==> src/rtl/mul2_pkg.sv <==
// mul2_pkg: shared defaults, FSM states and tag format for the mul2 arbiter.
// Revision 1.0
`default_nettype none

package mul2_pkg;

  localparam int DATA_W_DEF  = 32;
  localparam int MUL_LAT_DEF = 1;
  // Wide enough for the largest supported N_REQ (8)
  localparam int TAG_ID_W    = 3;

  typedef enum logic [1:0] {
    IDLE  = 2'd0,
    RUN   = 2'd1,
    DRAIN = 2'd2
  } state_t;

  typedef struct packed {
    logic                vld;
    logic [TAG_ID_W-1:0] id;
  } tag_t;

endpackage

`default_nettype wire

==> src/rtl/rr_arbiter.sv <==
// rr_arbiter: combinational round-robin pick of the first request at or after ptr.
// Revision 1.0
`default_nettype none

module rr_arbiter #(
  parameter int N_REQ = 4,
  parameter int ID_W  = $clog2(N_REQ)
) (
  input  logic [N_REQ-1:0] req,
  input  logic [ID_W-1:0]  ptr,
  output logic [N_REQ-1:0] gnt,
  output logic [ID_W-1:0]  idx,
  output logic             any
);

  logic [ID_W-1:0] cand;

  // N_REQ is a power of two, so the ID_W-bit add wraps modulo N_REQ for free
  always_comb begin
    gnt  = '0;
    idx  = '0;
    any  = 1'b0;
    cand = '0;
    for (int k = 0; k < N_REQ; k++) begin
      cand = ptr + ID_W'(k);
      if (!any && req[cand]) begin
        any = 1'b1;
        idx = cand;
      end
    end
    gnt[idx] = any;
  end

endmodule

`default_nettype wire

==> src/rtl/mul2_arbiter.sv <==
// mul2_arbiter: round-robin sharing of one pipelined mul2 among N_REQ requesters.
// Revision 1.0
`default_nettype none

module mul2_arbiter
  import mul2_pkg::*;
#(
  parameter int N_REQ   = 4,
  parameter int DATA_W  = DATA_W_DEF,
  parameter int MUL_LAT = MUL_LAT_DEF,
  parameter int ID_W    = $clog2(N_REQ)
) (
  input  logic                    clk,
  input  logic                    rst,
  input  logic [N_REQ-1:0]        req,
  input  logic [N_REQ*DATA_W-1:0] a_in,
  input  logic [N_REQ*DATA_W-1:0] b_in,
  output logic [N_REQ-1:0]        gnt,
  input  logic                    drain,
  output logic                    drained,
  output logic [DATA_W-1:0]       mul_a,
  output logic [DATA_W-1:0]       mul_b,
  output logic                    mul_vld,
  input  logic [DATA_W-1:0]       mul_ab,
  output logic                    rsp_valid,
  output logic [ID_W-1:0]         rsp_id,
  output logic [DATA_W-1:0]       rsp_data,
  output logic                    busy
);

  state_t             state, state_nxt;
  logic [ID_W-1:0]    rr_ptr;
  logic [ID_W-1:0]    win_idx;
  logic [N_REQ-1:0]   arb_gnt;
  logic               win_any;
  logic               grant_en;
  logic               granted;
  logic               inflight;
  logic               unused_tag_id;
  logic [DATA_W-1:0]  a_arr [N_REQ];
  logic [DATA_W-1:0]  b_arr [N_REQ];

  // Stage 0 travels beside mul_a/mul_b; stage MUL_LAT lines up with a valid mul_ab
  tag_t [MUL_LAT:0]   tag_pipe;

  for (genvar g = 0; g < N_REQ; g++) begin : g_slice
    assign a_arr[g] = a_in[g*DATA_W +: DATA_W];
    assign b_arr[g] = b_in[g*DATA_W +: DATA_W];
  end

  rr_arbiter #(
    .N_REQ (N_REQ),
    .ID_W  (ID_W)
  ) u_rr (
    .req (req),
    .ptr (rr_ptr),
    .gnt (arb_gnt),
    .idx (win_idx),
    .any (win_any)
  );

  assign grant_en = rst & ~drain & (state != DRAIN);
  assign granted  = grant_en & win_any;
  assign gnt      = granted ? arb_gnt : '0;

  always_comb begin
    inflight = 1'b0;
    for (int s = 0; s <= MUL_LAT; s++) begin
      inflight = inflight | tag_pipe[s].vld;
    end
  end

  always_comb begin
    state_nxt = state;
    case (state)
      IDLE: begin
        if (drain)     state_nxt = DRAIN;
        else if (|req) state_nxt = RUN;
      end
      RUN: begin
        if (drain)                  state_nxt = DRAIN;
        else if (!(|req) && !inflight) state_nxt = IDLE;
      end
      DRAIN: begin
        if (!drain) state_nxt = IDLE;
      end
      default: state_nxt = IDLE;
    endcase
  end

  always_ff @(posedge clk or negedge rst) begin
    if (!rst) begin
      state     <= IDLE;
      rr_ptr    <= '0;
      tag_pipe  <= '0;
      mul_a     <= '0;
      mul_b     <= '0;
      rsp_valid <= 1'b0;
      rsp_id    <= '0;
      rsp_data  <= '0;
    end else begin
      state           <= state_nxt;
      tag_pipe[0].vld <= granted;
      tag_pipe[0].id  <= TAG_ID_W'(win_idx);
      for (int s = 1; s <= MUL_LAT; s++) begin
        tag_pipe[s] <= tag_pipe[s-1];
      end
      // Operands hold when idle so the multiplier inputs do not toggle
      if (granted) begin
        rr_ptr <= win_idx + ID_W'(1);
        mul_a  <= a_arr[win_idx];
        mul_b  <= b_arr[win_idx];
      end
      rsp_valid <= tag_pipe[MUL_LAT].vld;
      if (tag_pipe[MUL_LAT].vld) begin
        rsp_id   <= tag_pipe[MUL_LAT].id[ID_W-1:0];
        rsp_data <= mul_ab;
      end
    end
  end

  assign unused_tag_id = ^tag_pipe[MUL_LAT].id;
  assign mul_vld       = tag_pipe[0].vld;
  assign drained       = (state == DRAIN) & ~inflight & ~rsp_valid;
  assign busy          = inflight | rsp_valid;

endmodule

`default_nettype wire

==> config.mk <==
export PLATFORM = sky130hd
export DESIGN_NAME = mul2_arbiter
export DESIGN_NICKNAME = d
export VERILOG_FILES = /design/src/rtl/mul2_pkg.sv /design/src/rtl/rr_arbiter.sv /design/src/rtl/mul2_arbiter.sv
export SDC_FILE = /design/constraint.sdc
export NUM_CORES = 1
export LEC_CHECK = 0
export ABC_CLOCK_PERIOD_IN_PS = 1700
export BUFFER_PORTS_ARGS = -buffer_cell sky130_fd_sc_hd__buf_2
export CAP_MARGIN = 20
export CORE_AREA = 2 2 154 156
export CTS_CLUSTER_DIAMETER = 120
export CTS_CLUSTER_SIZE = 28
export DETAILED_ROUTE_END_ITERATION = 7
export DIE_AREA = 0 0 156 158
export HOLD_SLACK_MARGIN = 0.08
export PLACE_DENSITY = 0.63
export SLEW_MARGIN = 15
export SYNTH_ARGS = -nofsm -noshare
export SYNTH_HDL_FRONTEND = slang
export SYNTH_SLANG_ARGS = --single-unit
==> constraint.sdc <==
create_clock -name clk -period 1.7 [get_ports clk]
set_input_delay 0 -clock clk [delete_from_list [all_inputs] [get_ports clk]]
set_output_delay 0 -clock clk [all_outputs]
set_load 0.005 [all_outputs]
==> results.md, run 1 <==
* Cts hold-fix bufs at 276
* PortBufs at 400
* Synthesized cell area at 6200 sq um
* Status: did not finish
* Post-CTS setup buffer count at 3
* Synthesis-stage register bit count at 109
* Yosys warns at 0
* Sequential share of the synthesized area at 0.440
* Rows at 56
* Placed inst area at 8730 sq um
* Clk sinks at 109
* Dpl cells at 1,351
* Syn_area_per_cell at 9.10 sq um
* Stop err: [ERROR RSZ-0060] Max buffer count reached.
* Post-cts resize count at 37
* CTS Buf Count at 9
* Routability cong. at 0.856
* Initial Util at 0.269
* CTS Buffer Depth at 2
* Syn Nets at 977
* Max H-tree Level at 3
* Last stage reached: clock tree synthesis
* Cell variety after synth at 31
* CTS Root Cell: clkbuf_16
* # IOs at 401
* DIE HEIGHT at 158 um
* Post-DP HPWL at 17.0 mm
* Die Wd at 156 um
* Post-Synthesis Cells at 682
-- Yosys cell counts --
library cell    n  share of area
or3b_1          1         0.0014
dfrtp_1       109           0.44
mux2_2         34          0.062
nor4bb_1        1         0.0016
o221ai_4        1         0.0042
inv_1           3         0.0018
nor4_1          1         0.0010
buf_2          32          0.026
buf_4           3         0.0036
a311oi_1        3         0.0042
nand2_1       258           0.16
a21o_1          1         0.0012
o21ai_0         4         0.0032
mux2_4          1         0.0024
a311oi_2       61           0.15
buf_1           3         0.0018
xnor2_1         1         0.0014
o221a_2         1         0.0018
clkbuf_1        8         0.0048
nor2_1         71          0.043
or3_1           1         0.0010
inv_2           1        0.00060
a21oi_1         4         0.0032
o22ai_1         1         0.0010
buf_6           8          0.015
a211oi_1        1         0.0012
and3_1         64          0.065
and2_1          1         0.0010
a21boi_1        1         0.0012
a21boi_0        1         0.0012
nand2b_1        2         0.0020
-- logic make-up after synthesis --
logic type / Yosys count / share of synthesized area
and+or+nand+nor: 400 / 0.272
DFF: 109 / 0.440
AOI/OAI and AO/OA: 79 / 0.170
buffers and inverters: 58 / 0.0530
muxes: 35 / 0.0641
xor gates and xnor gates: 1 / 0.00141
-- stage by stage --
stage | setup WS, ps | utilization
3_5_place_dp | -246 | 0.379
3_3_place_gp | -180 | 0.379
2_1_floorplan | -50.0 | -
==> inputs of run 2 (changes only) <==
- ABC_CLOCK_PERIOD_IN_PS: 1700 -> 2200
- CORE_AREA: 2 2 154 156 -> 2 2 157 159
- CTS_CLUSTER_DIAMETER: 120 -> unset
- CTS_CLUSTER_SIZE: 28 -> unset
- DIE_AREA: 0 0 156 158 -> 0 0 159 161
- HOLD_SLACK_MARGIN: 0.08 -> unset
- PLACE_DENSITY: 0.63 -> unset
- PLACE_DENSITY_LB_ADDON: unset -> 0.15
- clock period: 1.7 -> 2.2 ns (I/O delays scaled with it)
==> run 2 against run 1 <==
  * The run now ends clean
  * Area after synthesis unchanged
  * Synthesized cell count stayed put
==> results.md, run 2 <==
* Sequential share of the synthesized area at 0.440
* Gr usage total at 0.198
* Most used DFF post-synth: dfrtp_1
* Top-count cell post-synth: nand2_1
* Total negative slack at 0 ps
* Dpl cells at 1,370
* Reg2Reg Depth at 8
* Skew-Pair Late Insertion Delay at 360 ps
* CTS Buf Count at 9
* Clock tree from TritonCTS: yes
* Net count, final at 1,587
* Syn Nets at 977
* Most common cell after layout, fill and taps aside: buf_2
* Seq pwr share at 0.343
* Non-Filler Instances at 1,623
* Slew margin rel. at 0.550
* CP dominant cell by count: buf_12
* Rows at 57
* Post-Synthesis Cells at 682
* Crit path time final at 2040 ps
* Post-synth EDFFs at 0
* DIE HEIGHT at 161 um
* Async SR Flop Fraction at 1.00
* First-pass GRT wire length at 40.8 mm
* Worst EP required at 2420 ps
* Yosys warns at 0
* Worst setup SP type: flop
* Slowest cell on crit path: dfrtp_1
* Sw frac at 0.374
* Post-place setup slack at 174 ps
* Via/cell ratio at 4.55
* Int Power at 5.74 mW
* Syn_area_per_cell at 9.10 sq um
* Largest net degree at the start of global routing at 110
* Pre-antenna DRT Iters at 4
* Layout cells sized above 1 at 0.415
* Least-Margin Pin Slew at 675 ps
* Die Wd at 159 um
* Commonest cells in the netlist: 258 x nand2_1, 109 x dfrtp_1, 71 x nor2_1, 64 x and3_1, 61 x a311oi_2
* Hold Fails Final Rpt at 0
* Initial Util at 0.259
* CTS Buffer Depth at 2
* Average wire per standard cell at 16.1 um
* Area contributors post-synth: dfrtp_1 44%, nand2_1 16%, a311oi_2 15%
* Worst Hold Class: in2reg
* Status: complete, no violations
* Post-DP HPWL at 17.2 mm
* Max H-tree Level at 3
* Critical path arrival at 2260 ps
* Worst path max stage delay at 500 ps
* Hold Path Depth at 4
* CTS Root Cell: clkbuf_16
* Clock slew seen by the registers of the worst setup and hold paths at 90 ps
* Total of max-cap violations at 0
* Endpoints failing setup at 0
* # DRC at 0
* RSZ-0062 raised after global routing: false
* Core Footprint at 24,000 sq um
* Crit Path Max Fanout at 31
* Area fraction of the dominant cell type after synthesis at 0.440
* Cells along the critical path: mux2_4 -> o221ai_4 -> buf_12 -> inv_4 -> buf_12 -> nand2_1 -> and3_1 -> a311oi_2
* DRT iter0 DRCs at 243
* Post-cts resize count at 0
* Synthesis-stage register bit count at 109
* Clk sinks at 109
* Fmax at 490 MHz
* # IOs at 401
* Leakage at 5.51 nW
* Clock network power share at 0.187
* Final worst slack at 159 ps
* Power Density at 810 nW/um^2
* Routed Antenna Nets at 0
* Most frequent cells in the layout: 399 x buf_2, 258 x nand2_1, 232 x dlygate4sd3_1
* PortBufs at 400
* Total congestion overflow at 0
* Clock skew at 12.8 ps
* Die area at 25,600 sq um
* Cell variety after synth at 31
* Logic pwr share at 0.471
* VDD IR max at 376 uV
* Vias in the first global route at 7,882
* Final critical-path share of the clock period at 0.928
* Total design power at 9.17 mW
* CP Capture Type: flop
* Initial antenna violation count at 2
* Routability cong. at 0.808
* Setup Crit Path Kind: reg2reg
* Largest registers: mul_a: 32 flops, mul_b: 32 flops, rsp_data: 32 flops
* Net load switching power at 3.42 mW
* Post-synth top area cell: dfrtp_1
* Via count at 7,387
* Synthesized cell area at 6200 sq um
* WL final at 26.1 mm
* Slew Viols, Final at 0
* Area growth, synth to finish at 82.4%
-- run 2: area by class of cell --
cell class	instances	area, sq um
clock inverters	7	78.8
multi-input cells	515	3170
repair buffers	653	4690
well taps	324	405
fillers	2266	12600
flip-flops and latches	109	2730
clock buffers	9	225
diodes	2	5.00
inverters	4	17.5
-- run 2: logic make-up (layout without fill, tap and decap cells) --
kind of cell           after synthesis  after routing  synth area share
XOR/XNOR                             1              1           0.00141
multiplexers                        35             35            0.0641
flip-flops                         109            109             0.440
buffers and inverters               58            673            0.0530
other                                0              2                 0
AND/OR/NAND/NOR                    400            400             0.272
AO/OA/AOI/OAI                       79             79             0.170
-- run 2: routing by layer --
metal | vias to the layer above | wire (um) | global-route usage
li1 | 3551 | - | -
met1 | 3458 | 10600 | 0.223
met2 | 323 | 12900 | 0.362
met3 | 55 | 1690 | 0.0449
met4 | 0 | 837 | 0.0847
met5 | - | 0 | 0
-- run 2: through the flow --
step           utilization  hold slack [ps]  instance area (sq um)
3_3_place_gp         0.361              173                   8640
4_1_cts              0.470           0.0396                  11300
3_5_place_dp         0.361              177                   8640
2_1_floorplan            -             -296                   6200
5_1_grt              0.472             12.1                  11300
6_report             0.472             14.2                  11300
-- run 2: power by group through the flow --
stage                     registers, mW  logic, mW  clock network (mW)
after floorplan                    3.20       2.26                   0
after global placement             3.15       4.01                   0
after detailed placement           3.18       4.02                   0
after CTS                          3.14       4.34                1.80
after global routing               3.23       4.74                1.86
final                              3.14       4.31                1.71
-- run 2: critical path, delay by kind of cell, from the launching register on --
family / cells / cell delay (ps)
AO/OA/AOI/OAI: 2 / 280
buffers and inverters: 3 / 510
flip-flops: 1 / 500
multiplexers: 1 / 350
AND/OR/NAND/NOR: 2 / 240
-- run 2: final timing paths --
path                             startpoint           to  slack [ps]
max in group asynchronous               rst    mul_b[18]        1430
worst min-delay path              b_in[104]     mul_b[8]          10
min in group asynchronous               rst    rr_ptr[1]         330
worst min register to register  tag_pipe[0]  tag_pipe[4]         350
worst max-delay path              rr_ptr[1]     mul_a[3]         160
worst max register to register    rr_ptr[1]     mul_a[3]         160
-- run 2: timing repair --
item | 4_1_cts | 5_1_grt
endpoints found under the hold margin | 207 | 0
hold buffers | 232 | 0
buffers inserted | 0 | 2
setup endpoints to repair | 0 | 2
Power figures use the tool's default switching activity.
==> inputs of run 3 (changes only) <==
--- a/constraint.sdc
+++ b/constraint.sdc
@@ -3,2 +3,2 @@
 set_output_delay 0 -clock clk [all_outputs]
-set_load 0.005 [all_outputs]
+set_load 0.02 [all_outputs]
==> run 3 against run 2 <==
  * Critical endpoint is now mul_b[30]
  * Via count rose by 0.83%
  * Sequential cell count did not move
  * Critical path type unchanged
  * Global-route usage rose by 0.22 points
  * Design area rose by 0.56%
==> results.md, run 3 (synthesized netlist as in run 2, its figures left out) <==
* Layout cells sized above 1 at 0.415
* Fill cells at 2,290
* Die area at 25,600 sq um
* Most common cell after layout, fill and taps aside: buf_2
* Clk sinks at 109
* Initial antenna violation count at 1
* Setup Crit Path Kind: reg2reg
* Clock skew at 17.0 ps
* Vias in the first global route at 7,941
* # diodes at 0
* Status: complete, no violations
* Slew margin rel. at 0.537
* Reg area at 2730 sq um
* Crit Path Max Fanout at 27
* Final core area utilization at 0.475
* Via count at 7,448
* CTS Buffer Depth at 2
* Worst Hold Class: in2reg
* Least-Margin Pin Slew at 695 ps
* Crit path time final at 2010 ps
* Initial Util at 0.259
* Via/cell ratio at 4.58
* Clock slew seen by the registers of the worst setup and hold paths at 80 ps
* Hold Path Depth at 4
* Non-Filler Instances at 1,626
* PortBufs at 400
* Multi-input logic area at 3170 sq um
* Total congestion overflow at 0
* Total of max-cap violations at 0
* Largest net degree at the start of global routing at 110
* Largest registers: mul_a: 32 flops, mul_b: 32 flops, rsp_data: 32 flops
* Total design power at 10.0 mW
* DIE HEIGHT at 161 um
* VDD IR max at 326 uV
* Clock tree from TritonCTS: yes
* Critical path arrival at 2280 ps
* WL final at 26.5 mm
* Core Footprint at 24,000 sq um
* Rows at 57
* Post-DP HPWL at 17.0 mm
* Pre-antenna DRT Iters at 4
* Fmax at 498 MHz
* Worst EP required at 2470 ps
* CTS Root Cell: clkbuf_16
* Routed Antenna Nets at 0
* Max H-tree Level at 3
* CP Capture Type: flop
* Area growth, synth to finish at 83.4%
* Hold Fails Final Rpt at 0
* Leakage at 5.54 nW
* Average wire per standard cell at 16.3 um
* Worst setup SP type: flop
* Dpl cells at 1,369
* Slew Viols, Final at 0
* DRT iter0 DRCs at 248
* Skew-Pair Late Insertion Delay at 370 ps
* Most frequent cells in the layout: 399 x buf_2, 258 x nand2_1, 235 x dlygate4sd3_1
* # DRC at 0
* Power Density at 880 nW/um^2
* Routability cong. at 0.784
* First-pass GRT wire length at 41.1 mm
* Final critical-path share of the clock period at 0.913
* CTS Buf Count at 9
* Total negative slack at 0 ps
* Endpoints failing setup at 0
* # IOs at 401
* Die Wd at 159 um
* RSZ-0062 raised after global routing: false
* Reg2Reg Depth at 7
* Gr usage total at 0.201
* Net count, final at 1,592
run 3: cell types whose count changed in the layout (fill, tap and decap cells not counted), moves of 2 or more:
cell and change:
dlygate4sd3_1 +3, buf_12 -2, buf_4 +2, diode_2 -2
run 3: final cells by class:
class,count,share of cell area
repair buffers,658,0.418
inverters,4,0.00154
flip-flops and latches,109,0.240
multi-input cells,515,0.278
clock inverters,7,0.00726
well taps,324,0.0356
clock buffers,9,0.0198
run 3: power by group:
part / leakage [nW] / switching (mW) / internal, mW
Sequential: 1.24 / 0.406 / 2.74
Clock: 0.144 / 0.905 / 0.809
Combinational: 4.16 / 2.96 / 2.20
run 3: routing by layer:
layer / share of wire / global-route usage / wire length [um]
met1: 0.41 / 0.229 / 10900
met3: 0.061 / 0.0460 / 1620
met4: 0.028 / 0.0744 / 750
met5: 0 / 0 / 0
met2: 0.50 / 0.366 / 13200
run 3: what timing repair did:
item                                    in CTS  in global routing
hold buffers                               235                  0
gates cloned                                 1                  1
hold endpoints to repair                   207                  0
buffers inserted                             1                  3
resized for setup                            0                  1
endpoints found under the setup margin       4                  2
pin swaps                                    1                  0
run 3: final timing paths:
check / startpoint / endpoint / slack (ps)
max: rr_ptr[1] / mul_b[30] / 190
max reg2reg: rr_ptr[1] / mul_b[30] / 190
min in group asynchronous: rst / rsp_data[29] / 300
min reg2reg: tag_pipe[1] / tag_pipe[5] / 360
min: b_in[91] / mul_b[27] / 10
max in group asynchronous: rst / mul_b[26] / 1420
run 3: through the flow:
step | hold WS (ps) | area, sq um | setup slack (ps)
after CTS | 0.180 | 11300 | 7.88
final | 13.0 | 11400 | 192
after global routing | 8.56 | 11400 | 39.5
after detailed placement | 175 | 8620 | 194
after global placement | 180 | 8620 | 222
after floorplan | -296 | 6200 | 436
run 3: worst max-delay path, cell delays in order (launching register included):
cell and delay, ps:
dfrtp_1 480, mux2_4 350, o221ai_4 240, buf_12 220, buf_12 190, nand2_1 70
and3_1 190, a311oi_2 180
==> inputs of run 4 (changes only) <==
- CELL_PAD_IN_SITES_DETAIL_PLACEMENT: unset -> 0
- CELL_PAD_IN_SITES_GLOBAL_PLACEMENT: unset -> 1
- CORE_AREA: 2 2 157 159 -> 2 2 156 158
- DIE_AREA: 0 0 159 161 -> 0 0 158 160
==> run 4 against run 3 <==
  * Clock skew decreased by 2.1 ps
  * Clock power increased by 2%
  * Sequential share of layout area decreased by 0.25 points
  * Largest cell class unchanged
  * Register-to-register slack got worse by 50 ps
  * Global-route usage increased by 0.47 points
  * Non-clock buffer count increased by 15
  * Largest power group unchanged
==> results.md, run 4 (synthesized netlist as in run 2, its figures left out) <==
* Worst Path Buf+Inv at 2
* Crit Path Max Fanout at 22
* Post-DP HPWL at 17.5 mm
* Power Density at 874 nW/um^2
* Most common cell after layout, fill and taps aside: buf_2
* Most frequent cells in the layout: 399 x buf_2, 258 x nand2_1, 254 x dlygate4sd3_1
* Slew Viols, Final at 0
* # DRC at 0
* Max H-tree Level at 3
* Largest registers: mul_a: 32 flops, mul_b: 32 flops, rsp_data: 32 flops
* Initial Util at 0.260
* Endpoints failing setup at 0
* Fill cells at 2,330
* Multi-input logic area at 3170 sq um
* WL final at 26.3 mm
* Worst setup SP type: flop
* Clk sinks at 109
* Reg2Reg Depth at 7
* Rows at 57
* Status: complete, no violations
* Crit path depth at 7
* CP Capture Type: flop
* Die Wd at 158 um
* Largest net degree at the start of global routing at 110
* Slew margin rel. at 0.574
* Worst path max stage delay at 510 ps
* Worst Setup SP: rr_ptr[1]
* Clock slew seen by the registers of the worst setup and hold paths at 90 ps
* Total negative slack at 0 ps
* Non-Filler Instances at 1,644
* Critical path arrival at 2330 ps
* Average wire per standard cell at 16.0 um
* DIE HEIGHT at 160 um
* Leakage at 5.59 nW
* Total design power at 10.1 mW
* CTS Buf Count at 9
* Layout cells sized above 1 at 0.408
* Area growth, synth to finish at 85.3%
* Vias in the first global route at 7,885
* Via/cell ratio at 4.54
* Setup Crit Path Kind: reg2reg
* Crit path time final at 2060 ps
* Final critical-path share of the clock period at 0.934
* Reg-to-Reg End: mul_a[25]
* VDD IR max at 386 uV
* Final core area utilization at 0.483
* Top delay family on crit path: flip-flops
* First-pass GRT wire length at 41.1 mm
* Clock tree from TritonCTS: yes
* Fmax at 486 MHz
* Routability cong. at 0.764
* CTS Root Cell: clkbuf_16
* Total of max-cap violations at 0
* Reg area at 2730 sq um
* Worst hold slack at 17.7 ps
* Dpl cells at 1,370
* Total congestion overflow at 0
* PortBufs at 400
* Slowest cell on crit path: dfrtp_1
* Skew-Pair Late Insertion Delay at 370 ps
* Least-Margin Pin Slew at 639 ps
* Net count, final at 1,607
* Worst Hold Class: in2reg
* Gr usage total at 0.205
* Die area at 25,300 sq um
* R2R Path Start: rr_ptr[1]
* Worst EP required at 2470 ps
* Core Footprint at 23,800 sq um
* Crit path to: mul_a[25]
* Cells along the critical path: mux2_4 -> o221ai_4 -> buf_12 -> buf_4 -> nand2_1 -> and3_1 -> a311oi_2
* Hold Fails Final Rpt at 0
* DRT iter0 DRCs at 298
* Routed Antenna Nets at 0
* FF-to-FF setup slack at 140 ps
* RSZ-0062 raised after global routing: false
* Via count at 7,467
* Pre-antenna DRT Iters at 4
* Initial antenna violation count at 5
* Clock skew at 14.8 ps
* # IOs at 401
* CTS Buffer Depth at 2
[run 4: stage by stage]
stage / cell area, sq um / setup WS, ps
floorplan: 6200 / 436
global placement: 8620 / 202
detailed placement: 8620 / 173
CTS: 11500 / 152
global route: 11500 / 6.66
finish: 11500 / 144
[run 4: layer usage]
metal,part of all wire,GRT usage,vias to the layer above
met2,0.50,0.367,295
met3,0.074,0.0513,59
li1,-,-,3596
met1,0.39,0.229,3513
met4,0.033,0.0880,4
met5,0.0014,0,-
[run 4: worst min path at each step]
stage / startpoint / end / slack [ps] / cells after the start
2_1_floorplan: rst / mul_a[0] / -300 / 0
3_3_place_gp: rst / mul_b[14] / 220 / 2
3_5_place_dp: rst / mul_b[14] / 210 / 2
4_1_cts: b_in[100] / mul_b[4] / 0.4 / 4
5_1_grt: b_in[115] / mul_b[19] / 10 / 4
6_report: a_in[80] / mul_a[16] / 20 / 4
[run 4: what timing repair did]
action | in CTS | in global routing
gates resized for setup | 1 | 1
hold endpoints to repair | 207 | 0
endpoints found under the setup margin | 4 | 1
setup buffers | 1 | 0
hold buffers | 254 | 0
pin swaps | 1 | 0
[run 4: report_power, final]
| group | switching [mW] | internal [mW] |
|---|---|---|
| logic | 2.95 | 2.20 |
| clock network | 0.921 | 0.830 |
| registers | 0.409 | 2.74 |
| total | 4.28 | 5.77 |
[run 4: area by class of cell]
type,count,area share
diodes,3,0.000653
clock buffers,9,0.0196
clock inverters,7,0.00794
inverters,4,0.00152
multi-input cells,515,0.276
flip-flops and latches,109,0.237
well taps,324,0.0353
repair buffers,673,0.422
[run 4: worst min-delay path, cell delays in order]
cell and delay, ps:
buf_2 90, nand2_1 40, and3_1 170, a311oi_2 40
